--- src/rtl/serial_result_collector_pkg.sv ---
// ---------------------------------------------------------------------------
// serial_result_collector_pkg
// Shared definitions for the serial adder datapath: the collector FSM state
// encoding and the default operand width used by the adder controller, the
// shift registers and the result collector.
// ---------------------------------------------------------------------------
package serial_result_collector_pkg;

  // Default number of sum bits per operation.
  localparam int DEFAULT_WIDTH = 8;

  // Collector FSM states, 3-bit encoding.
  typedef enum logic [2:0] {
    ST_IDLE    = 3'd0,
    ST_ARM     = 3'd1,
    ST_COLLECT = 3'd2,
    ST_CARRY   = 3'd3,
    ST_HOLD    = 3'd4
  } state_t;

  // True for the states in which an operation is in flight.
  function automatic logic state_is_busy(input state_t st);
    logic busy;
    case (st)
      ST_ARM, ST_COLLECT, ST_CARRY: busy = 1'b1;
      default:                      busy = 1'b0;
    endcase
    return busy;
  endfunction

endpackage

--- src/rtl/serial_result_collector_sipo_shift_reg.sv ---
// ---------------------------------------------------------------------------
// sipo_shift_reg
// WIDTH-bit serial-in / parallel-out register. Bits enter at the MSB and move
// toward bit 0, so after WIDTH shifts bit 0 holds the first bit received.
// Ports:
//   CLK      rising-edge clock
//   RST      synchronous active-high reset (clears the register)
//   CLR      synchronous clear
//   SHIFT_EN shift SER_IN in this edge
//   SER_IN   serial data in
//   PAR_OUT  registered parallel contents
// ---------------------------------------------------------------------------
module sipo_shift_reg
  import serial_result_collector_pkg::*;
#(
  parameter int WIDTH = DEFAULT_WIDTH
) (
  input  logic             CLK,
  input  logic             RST,
  input  logic             CLR,
  input  logic             SHIFT_EN,
  input  logic             SER_IN,
  output logic [WIDTH-1:0] PAR_OUT
);

  // Shift register with reset, clear (priority over shift) and shift enable.
  always_ff @(posedge CLK) begin
    if (RST) begin
      PAR_OUT <= {WIDTH{1'b0}};
    end else if (CLR) begin
      PAR_OUT <= {WIDTH{1'b0}};
    end else if (SHIFT_EN) begin
      PAR_OUT <= {SER_IN, PAR_OUT[WIDTH-1:1]};
    end
  end

endmodule

--- src/rtl/serial_result_collector.sv ---
// ---------------------------------------------------------------------------
// serial_result_collector
// Receiving end of the serial adder: assembles the LSB-first sum stream into
// a WIDTH-bit RESULT plus COUT and offers it downstream over VALID/RDY.
// OVERRUN is a sticky flag raised when a new operation is started while a
// result is still waiting for pickup.
// Ports:
//   CLK       rising-edge clock
//   RST       synchronous active-high reset
//   LOAD_IN   controller LOAD; arms or restarts collection
//   EN_IN     controller EN_OUT; with LOAD_IN=0 marks SUM_BIT valid
//   SUM_BIT   serial sum bit, LSB first
//   CARRY_IN  adder carry flip-flop output
//   RDY       downstream ready
//   RESULT    assembled sum (bit 0 = first bit received)
//   COUT      final carry-out
//   VALID     RESULT/COUT valid
//   BUSY      operation in flight (ARM, COLLECT, CARRY)
//   OVERRUN   sticky lost-result flag
// ---------------------------------------------------------------------------
module serial_result_collector
  import serial_result_collector_pkg::*;
#(
  parameter int WIDTH = DEFAULT_WIDTH
) (
  input  logic             CLK,
  input  logic             RST,
  input  logic             LOAD_IN,
  input  logic             EN_IN,
  input  logic             SUM_BIT,
  input  logic             CARRY_IN,
  input  logic             RDY,
  output logic [WIDTH-1:0] RESULT,
  output logic             COUT,
  output logic             VALID,
  output logic             BUSY,
  output logic             OVERRUN
);

  localparam int             CW       = $clog2(WIDTH + 1);
  localparam logic [CW-1:0]  LAST_CNT = CW'(WIDTH - 1);

  state_t          state_r;
  logic [CW-1:0]   count_r;
  logic            cout_r;
  logic            valid_r;
  logic            busy_r;
  logic            overrun_r;
  logic            clr_s;
  logic            shift_s;
  logic [WIDTH-1:0] result_s;

  // Shift-register controls: clear on every entry into ARM, shift on a valid
  // beat in ARM or COLLECT (ARM's exit edge captures the first bit).
  always_comb begin
    clr_s   = 1'b0;
    shift_s = 1'b0;
    case (state_r)
      ST_IDLE: begin
        clr_s = LOAD_IN;
      end
      ST_ARM, ST_COLLECT: begin
        clr_s   = LOAD_IN;
        shift_s = !LOAD_IN && EN_IN;
      end
      ST_HOLD: begin
        // Only a completed handshake may move on to ARM.
        clr_s = LOAD_IN && RDY;
      end
      default: begin
        clr_s   = 1'b0;
        shift_s = 1'b0;
      end
    endcase
  end

  sipo_shift_reg #(
    .WIDTH (WIDTH)
  ) u_sipo (
    .CLK      (CLK),
    .RST      (RST),
    .CLR      (clr_s),
    .SHIFT_EN (shift_s),
    .SER_IN   (SUM_BIT),
    .PAR_OUT  (result_s)
  );

  // Collector FSM, bit counter, carry capture and handshake registers.
  always_ff @(posedge CLK) begin
    if (RST) begin
      state_r   <= ST_IDLE;
      count_r   <= {CW{1'b0}};
      cout_r    <= 1'b0;
      valid_r   <= 1'b0;
      busy_r    <= 1'b0;
      overrun_r <= 1'b0;
    end else begin
      if (clr_s) begin
        count_r <= {CW{1'b0}};
      end else if (shift_s) begin
        count_r <= count_r + CW'(1'b1);
      end

      case (state_r)
        ST_IDLE: begin
          if (LOAD_IN) begin
            state_r <= ST_ARM;
            busy_r  <= state_is_busy(ST_ARM);
          end
        end
        ST_ARM: begin
          if (!LOAD_IN) begin
            if (EN_IN) begin
              state_r <= ST_COLLECT;
              busy_r  <= state_is_busy(ST_COLLECT);
            end else begin
              state_r <= ST_IDLE;
              busy_r  <= state_is_busy(ST_IDLE);
            end
          end
        end
        ST_COLLECT: begin
          if (LOAD_IN) begin
            state_r <= ST_ARM;
          end else if (EN_IN && (count_r == LAST_CNT)) begin
            state_r <= ST_CARRY;
            busy_r  <= state_is_busy(ST_CARRY);
          end
        end
        ST_CARRY: begin
          cout_r  <= CARRY_IN;
          valid_r <= 1'b1;
          state_r <= ST_HOLD;
          busy_r  <= state_is_busy(ST_HOLD);
        end
        ST_HOLD: begin
          if (RDY) begin
            valid_r <= 1'b0;
            if (LOAD_IN) begin
              state_r <= ST_ARM;
              busy_r  <= state_is_busy(ST_ARM);
            end else begin
              state_r <= ST_IDLE;
              busy_r  <= state_is_busy(ST_IDLE);
            end
          end else if (LOAD_IN) begin
            overrun_r <= 1'b1;
          end
        end
        default: begin
          state_r <= ST_IDLE;
          valid_r <= 1'b0;
          busy_r  <= 1'b0;
        end
      endcase
    end
  end

  assign RESULT  = result_s;
  assign COUT    = cout_r;
  assign VALID   = valid_r;
  assign BUSY    = busy_r;
  assign OVERRUN = overrun_r;

endmodule

--- config.mk ---
export PLATFORM = sky130hd
export DESIGN_NAME = serial_result_collector
export DESIGN_NICKNAME = d
export VERILOG_FILES = /design/src/rtl/serial_result_collector_pkg.sv /design/src/rtl/serial_result_collector_sipo_shift_reg.sv /design/src/rtl/serial_result_collector.sv
export SDC_FILE = /design/constraint.sdc
export NUM_CORES = 1
export LEC_CHECK = 0
export ABC_AREA = 1
export CAP_MARGIN = 20
export CORE_ASPECT_RATIO = 1.75
export CORE_MARGIN = 4
export CORE_UTILIZATION = 40
export DETAILED_ROUTE_END_ITERATION = 12
export HOLD_SLACK_MARGIN = 0.05
export REMOVE_ABC_BUFFERS = 1
export SYNTH_ARGS = -nofsm -noshare
export SYNTH_HDL_FRONTEND = slang
export SYNTH_SLANG_ARGS = --single-unit
--- constraint.sdc ---
create_clock -name CLK -period 1.6 [get_ports CLK]
set_clock_uncertainty 0.15 [all_clocks]
set_input_delay 0.16 -clock CLK [delete_from_list [all_inputs] [get_ports CLK]]
set_output_delay 0.16 -clock CLK [all_outputs]
set_load 0.005 [all_outputs]
==> results of run 1 <==
-- through the flow --
step	hold WS, ns	cell area [um^2]	utilization
after floorplan	0.07907	912.1	-
after global placement	0.2815	1174	0.5098
after detailed placement	0.2947	1174	0.5098
after CTS	0.3047	1220	0.5299
after global routing	0.3441	1220	0.5299
final	0.2999	1220	0.5299
-- Yosys cell counts (2+ instances only) --
cell type and count:
nand2_1 26, nand3_1 21, dfxtp_1 19, a21oi_2 11, inv_1 10, nor2_1 9, a21oi_1 6, o21ai_0 3
buf_6 2, buf_8 2, nand2_4 2, nand3b_1 2
-- final timing paths --
kind,depth (start not counted),to
max,6,count_r[3]$_SDFFE_PP0P_
min,2,COUT$_SDFFE_PP0N_
max reg2reg,6,count_r[3]$_SDFFE_PP0P_
min reg2reg,2,COUT$_SDFFE_PP0N_
-- power by group through the flow --
stage               Combinational, mW  Clock (mW)  Sequential (mW)
floorplan                       0.314           0            0.572
global placement                0.466           0            0.580
detailed placement              0.467           0            0.580
CTS                             0.467       0.344            0.570
global route                    0.537       0.357            0.580
finish                          0.462       0.330            0.572
-- logic make-up (layout without fill, tap and decap cells) --
logic type                 Yosys count  count (layout)  share of synthesized area
AOI/OAI and AO/OA                   21              21                     0.1498
xor gates and xnor gates             2               2                    0.01793
adders and majority gates            1               1                    0.01280
buffers and inverters               17              38                     0.1088
DFF                                 19              19                     0.3892
and+or+nand+nor                     65              65                     0.3214
-- layout make-up --
type | count | share of cell area
clock inverters | 1 | 0.004103
repair buffers | 23 | 0.1887
clock buffers | 3 | 0.03385
well taps | 25 | 0.02564
flip-flops and latches | 19 | 0.3118
multi-input cells | 89 | 0.4021
inverters | 11 | 0.03385
-- state kept, by name (all words and copies together) (netlist names) --
register / flops
state_r: 3
count_r: 4
VALID: 1
u_sipo.PAR_OUT: 8
OVERRUN: 1
BUSY: 1
COUT: 1
-- metal layers --
metal,vias to the layer above,track usage,part of all wire
met5,-,0,0
met3,8,0.02696,0.045
met4,0,0.06840,0.031
met2,25,0.2618,0.53
met1,403,0.1584,0.39
li1,452,-,-
-- worst max-delay path, cell delays in order (launching register included) --
cell,delay [ns]
dfxtp_1,0.48
inv_1,0.14
nand3_2,0.13
nand2_4,0.13
nand2_4,0.16
nand2_1,0.09
a21oi_2,0.13
==> summary.md, run 1 <==
| Metric | Value |
|---|---|
| Skew-Pair Late Insertion Delay | `around 0.25 ns` |
| Yosys top cell by area | `dfxtp_1` |
| First-pass GRT wire length | `about 3.7 mm` |
| Switching share of power | `0.3631` |
| Reg-to-reg startpoint | `state_r[0]$_SDFFE_PP0P_` |
| Post-synth EDFFs | `0` |
| Internal power | `slightly below 0.9 mW` |
| Max transition margin | `0.7962` |
| Leakage | `approximately 0.47 nW` |
| Worst slew pin tran | `0.3048 ns` |
| Final WS setup | `between 0.1 and 0.15 ns` |
| Clock sink count | `19` |
| GRT Total Usage | `0.1466` |
| FF-to-FF setup slack | `approximately 0.14 ns` |
| CTS tree | `built` |
| Unrepaired setup endpoints after global routing | `false` |
| DRT iter0 DRCs | `20` |
| Cell area after synthesis | `about 1000 um^2` |
| Hold-fix buffers at CTS | `0` |
| Clk root buf | `clkbuf_8` |
| Max FO, Critical Path | `13` |
| Clk pin slew, worst setup/hold paths | `around 0.07 ns` |
| F_max | `between 600 and 700 MHz` |
| Row count | `23` |
| Area grow syn2layout | `24.84%` |
| Post-CTS setup buffer count | `0` |
| Die area | `3329 um^2` |
| PwrDens | `roughly 1100 nW/um^2` |
| Die Width | `around 45 um` |
| CTS Buffer Depth | `2` |
| # DRC | `0` |
| Fin. Hold Viols | `0` |
| Post-Syn Instances | `around 130` |
| Top post-synthesis cells by area | `dfxtp_1, nand3_1, nand2_1` |
| Most frequent cells in the layout | `nand2_1, nand3_1, dfxtp_1, clkdlybuf4s50_1, a21oi_2` |
| Yosys Warn Count | `0` |
| I/O pins | `19` |
| Storage element area | `between 300 and 400 um^2` |
| Worst Path Arrival | `roughly 1.5 ns` |
| Num CTS Buffers | `3` |
| Worst Setup SP | `state_r[0]$_SDFFE_PP0P_` |
| DRT Wirelength | `between 2 and 2.5 mm` |
| Resized cells post-CTS | `0` |
| Critical path startpoint category | `flop` |
| Share of cells above drive strength 1 | `0.1849` |
| Most common cell after layout, fill and taps aside | `nand2_1` |
| Port Buf Inserts | `18` |
| Grt ovf | `0` |
| Setup TNS | `0 ns` |
| Non-Filler Instances | `around 170` |
| Post-Syn Area per Cell | `7.817 um^2` |
| Post-DP HPWL | `around 1.6 mm` |
| Multi-input gate area in the final layout | `490.5 um^2` |
| Max H-tree Level | `1` |
| Fillers | `about 230` |
| Status | `finished clean` |
| Final Net Count | `about 160` |
| GPL Wtd Cong | `between 0.7 and 0.8` |
| Initial antenna violation count | `0` |
| Max VDD drop | `0.0006320 V` |
| Synth cell types | `24` |
| Fin crit share | `0.9152` |
| Worst slack, placed | `-0.02011 ns` |
| Per-cell routed wire length | `about 12 um` |
| Vias per inst | `5.193` |
| DR vias | `roughly 890` |
| Core area | `2302 um^2` |
| Number of synthesized register bits | `19` |
| Comb pwr share | `0.339` |
| Sequential power share | `0.419` |
| N_diodes | `0` |
| NetSw | `0.4951 mW` |
| Main synth FF type | `dfxtp_1` |
| Die Span Y | `73.39 um` |
| Clock Power Share | `0.242` |
| Worst min path class | `reg2reg` |
| Hold Startpoint | `COUT$_SDFFE_PP0N_` |
| Tmin final | `about 1.5 ns` |
| Max Cap Viol | `0` |
| Final Max Slew Viols | `0` |
| Vias in the first global route | `between 800 and 900` |
| Final setup vio count | `0` |
| Largest net degree at the start of global routing | `14` |
| Final antenna-violating net count | `0` |
| Synth async-reset ratio | `0` |
| Synth top area share | `0.3892` |
| Worst setup EP type | `flop` |
| Path type of the worst setup path | `reg2reg` |
| Initial Util | `0.4245` |
| Placed Cells | `167` |
| Overall Power | `between 1 and 1.5 mW` |
| Critical Path RT | `between 1.5 and 2 ns` |
| Sequential element share of the synthesized area | `0.3892` |
| Drt first pass iters | `4` |
(Power assumes the default switching activity.)
==> run 2: changes to the inputs <==
--- a/config.mk
+++ b/config.mk
@@ -13,6 +13,8 @@
 export DETAILED_ROUTE_END_ITERATION = 12
 export HOLD_SLACK_MARGIN = 0.05
 export REMOVE_ABC_BUFFERS = 1
+export SLEW_MARGIN = 25
 export SYNTH_ARGS = -nofsm -noshare
 export SYNTH_HDL_FRONTEND = slang
+export SYNTH_HIERARCHICAL = 1
 export SYNTH_SLANG_ARGS = --single-unit
==> summary.md, run 2 <==
| Metric | Value |
|---|---|
| Status | `finished clean (unchanged)` |
| Synth top area share | `0.3912 (was 0.3892)` |
| Worst setup EP type | `primary output (was flop)` |
| Buf/Inv on CP | `1 (unchanged)` |
| Synth cell types | `18 (was 24)` |
| Die Width | `45.27 um (was 45.36 um)` |
| Area grow syn2layout | `27.67% (was 24.84%)` |
| Critical path startpoint category | `flop (unchanged)` |
| R2R depth | `8 (was 6)` |
| Hold Startpoint | `COUT$_SDFFE_PP0N_ (unchanged)` |
| Post-CTS setup buffer count | `0 (unchanged)` |
| Critical R2R Capture | `BUSY$_SDFFE_PP0P_ (was count_r[3]$_SDFFE_PP0P_)` |
| Number of synthesized register bits | `19 (unchanged)` |
| Max H-tree Level | `1 (unchanged)` |
| Num CTS Buffers | `3 (unchanged)` |
| Max FO, Critical Path | `3 (was 13)` |
| Switching share of power | `0.3331 (was 0.3631)` |
| Yosys Warn Count | `6 (was 0)` |
| Grt ovf | `0 (unchanged)` |
| F_max | `688.0 MHz (was 682.9 MHz)` |
| Core area | `2302 um^2 (unchanged)` |
| Resized cells post-CTS | `0 (unchanged)` |
| Fin. Hold Viols | `0 (unchanged)` |
| Vias in the first global route | `862 (was 879)` |
| Per-cell routed wire length | `9.906 um (was 12.14 um)` |
| Sequential power share | `0.414 (was 0.419)` |
| GPL Wtd Cong | `0.7482 (was 0.7807)` |
| Comb pwr share | `0.360 (was 0.339)` |
| Fin area | `1241 um^2 (was 1220 um^2)` |
| Main synth FF type | `dfxtp_1 (unchanged)` |
| N_diodes | `0 (unchanged)` |
| CTS tree | `built (unchanged)` |
| DRT Wirelength | `1.892 mm (was 2.076 mm)` |
| Sequential element share of the synthesized area | `0.3912 (was 0.3892)` |
| Max Cap Viol | `0 (unchanged)` |
| Top post-synthesis cells by area | `dfxtp_1, nand2_1, nor2_1 (was dfxtp_1, nand3_1, nand2_1)` |
| Final Max Slew Viols | `0 (unchanged)` |
| Synth async-reset ratio | `0 (unchanged)` |
| Final Net Count | `175 (was 155)` |
| Most flop-heavy register | `u_sipo/PAR_OUT (was u_sipo.PAR_OUT)` |
| WP depth | `1 (was 6)` |
| Port Buf Inserts | `18 (unchanged)` |
| Yosys top cell by area | `dfxtp_1 (unchanged)` |
| Most common cell after layout, fill and taps aside | `nand2_1 (unchanged)` |
| Fin crit share | `0.9085 (was 0.9152)` |
| Worst Path Arrival | `1.14 ns (was 1.51 ns)` |
| PwrDens | `1157 nW/um^2 (was 1118 nW/um^2)` |
| Unrepaired setup endpoints after global routing | `false (unchanged)` |
| Share of cells above drive strength 1 | `0.1205 (was 0.1849)` |
| Cells along the critical path | `clkdlybuf4s50_1 (was inv_1 -> nand3_2 -> nand2_4 -> nand2_4 -> nand2_1 -> a21oi_2)` |
| Tmin final | `1.454 ns (was 1.464 ns)` |
| Synth cell count leaders | `nand2_1, nor2_1, inv_1, dfxtp_1, nand3_1 (was nand2_1, nand3_1, dfxtp_1, a21oi_2, inv_1)` |
| Row count | `23 (unchanged)` |
| Clk pin slew, worst setup/hold paths | `0.07 ns (about the same)` |
| Cell area after synthesis | `972.2 um^2 (was 977.2 um^2)` |
| CTS Buffer Depth | `2 (unchanged)` |
| Die Span Y | `73.22 um (was 73.39 um)` |
| Reg-to-reg startpoint | `count_r[0]$_SDFFE_PP0P_ (was state_r[0]$_SDFFE_PP0P_)` |
| Path type of the worst setup path | `reg2out (was reg2reg)` |
| Most common cell in the netlist | `nand2_1 (unchanged)` |
| Non-Filler Instances | `191 (was 171)` |
| Worst slew pin tran | `0.2554 ns (was 0.3048 ns)` |
| Max reg flops | `8 (unchanged)` |
| Largest net degree at the start of global routing | `19 (was 14)` |
| Final setup vio count | `0 (unchanged)` |
| Clock sink count | `19 (unchanged)` |
| Worst hold slack | `0.2933 ns (was 0.2999 ns)` |
| DRT iter0 DRCs | `15 (was 20)` |
| Post-DP HPWL | `1.593 mm (was 1.630 mm)` |
| NetSw | `0.4785 mW (was 0.4951 mW)` |
| Clk root buf | `clkbuf_8 (unchanged)` |
| Area after DPL | `1196 um^2 (was 1174 um^2)` |
| GRT Total Usage | `0.1374 (was 0.1466)` |
| Final antenna-violating net count | `0 (unchanged)` |
| Post-Syn Instances | `142 (was 125)` |
| Most frequent cells in the layout | `nand2_1, nor2_1, inv_1, dfxtp_1, clkdlybuf4s50_1 (was nand2_1, nand3_1, dfxtp_1, clkdlybuf4s50_1, a21oi_2)` |
| Fillers | `251 (was 225)` |
| Leakage | `0.5107 nW (was 0.4741 nW)` |
| Family with the most delay on the worst path | `buffers and inverters (was simple AND/OR/NAND/NOR gates)` |
| Skew-Pair Late Insertion Delay | `0.25 ns (about the same)` |
| Setup TNS | `0 ns (unchanged)` |
| Critical Path RT | `1.29 ns (was 1.64 ns)` |
| Critical path endpoint | `RESULT[4] (was count_r[3]$_SDFFE_PP0P_)` |
| DR vias | `887 (was 888)` |
| # DRC | `0 (unchanged)` |
| Internal power | `0.9581 mW (was 0.8684 mW)` |
| Clock Power Share | `0.225 (was 0.242)` |
| Overall Power | `1.437 mW (was 1.363 mW)` |
| Worst min path class | `reg2reg (unchanged)` |
| Worst Setup SP | `u_sipo/PAR_OUT[4]$_SDFFE_PP0P_ (was state_r[0]$_SDFFE_PP0P_)` |
| Post-synth EDFFs | `0 (unchanged)` |
| Top flop regs | `u_sipo/PAR_OUT x8, count_r x4, state_r x3 (was u_sipo.PAR_OUT x8, count_r x4, state_r x3)` |
| Initial antenna violation count | `0 (unchanged)` |
| Placed Cells | `187 (was 167)` |
| Hold-fix buffers at CTS | `0 (unchanged)` |
| Post-Syn Area per Cell | `6.846 um^2 (was 7.817 um^2)` |
| I/O pins | `19 (unchanged)` |
| FF-to-FF setup slack | `0.21 ns (was 0.14 ns)` |
| CP max-delay cell | `clkdlybuf4s50_1 (was dfxtp_1)` |
| Initial Util | `0.4223 (was 0.4245)` |
| Die area | `3314 um^2 (was 3329 um^2)` |
| Vias per inst | `4.644 (was 5.193)` |
| Peak per-stage delay on the critical path | `0.52 ns (was 0.48 ns)` |
| Max VDD drop | `0.0006307 V (was 0.0006320 V)` |
| Max transition margin | `0.8295 (was 0.7962)` |
| Drt first pass iters | `4 (unchanged)` |
| First-pass GRT wire length | `3.415 mm (was 3.732 mm)` |
## run 2: changes by cell type after synthesis, moves of 2 or more
cell     before  now
a21oi_2      11    0
nand2_1      26   36
inv_1        10   21
nand2_2       1    3
nor2_1        9   25
nor2_2        1    4
a21oi_1       6    8
nand3_1      21   10
## run 2: how the worst min path moves through the flow
stage / end / slack [ns] / depth (start not counted)
2_1_floorplan: VALID$_SDFFE_PP0P_ / 0.08 / 1
3_3_place_gp: COUT$_SDFFE_PP0N_ / 0.28 / 2
3_5_place_dp: COUT$_SDFFE_PP0N_ / 0.29 / 2
4_1_cts: COUT$_SDFFE_PP0N_ / 0.30 / 2
5_1_grt: VALID$_SDFFE_PP0P_ / 0.33 / 2
6_report: COUT$_SDFFE_PP0N_ / 0.29 / 2
## run 2: logic make-up after synthesis
kind of cell	count (synthesis)	synth area share
buffers and inverters	25	0.1274
DFF	19	0.3912
and+or+nand+nor	85	0.3990
AOI/OAI and AO/OA	10	0.05148
xor gates and xnor gates	2	0.01802
adders and majority gates	1	0.01287
## run 2: final cells by class
cell class / instances / area [um^2] / share of cell area
clock buffers: 4 / 45.04 / 0.03629
multi-input cells: 98 / 467.9 / 0.3770
flip-flops and latches: 19 / 380.4 / 0.3065
inverters: 21 / 78.83 / 0.06351
well taps: 25 / 31.28 / 0.02520
repair buffers: 24 / 237.7 / 0.1915
## run 2: power by group through the flow
| stage | registers (mW) | clock network [mW] | logic [mW] |
|---|---|---|---|
| after floorplan | 0.604 | 0 | 0.322 |
| after global placement | 0.603 | 0 | 0.515 |
| after detailed placement | 0.607 | 0 | 0.522 |
| after CTS | 0.596 | 0.339 | 0.525 |
| after global routing | 0.605 | 0.363 | 0.595 |
| final | 0.595 | 0.324 | 0.517 |
## run 2: metal layers
metal  up-vias  global-route usage  wire length, um
met4         0             0.07818               17
met5         -                   0                0
met1       393              0.1290              704
met3         2             0.02222               85
met2        16              0.2603             1085
li1        476                   -                -
## run 2: tightest hold or removal path: cells and delay by family (launching register included)
family	cells	cell delay (ns)
flip-flops	1	0.31
buffers and inverters	1	0.05
AO/OA/AOI/OAI	1	0.05
## run 2: through the flow
step	setup slack (ns)	util
CTS	0.1321	0.5391
global route	0.02037	0.5391
finish	0.1464	0.5391
floorplan	0.01902	-
detailed placement	0.01313	0.5196
global placement	0.04689	0.5196
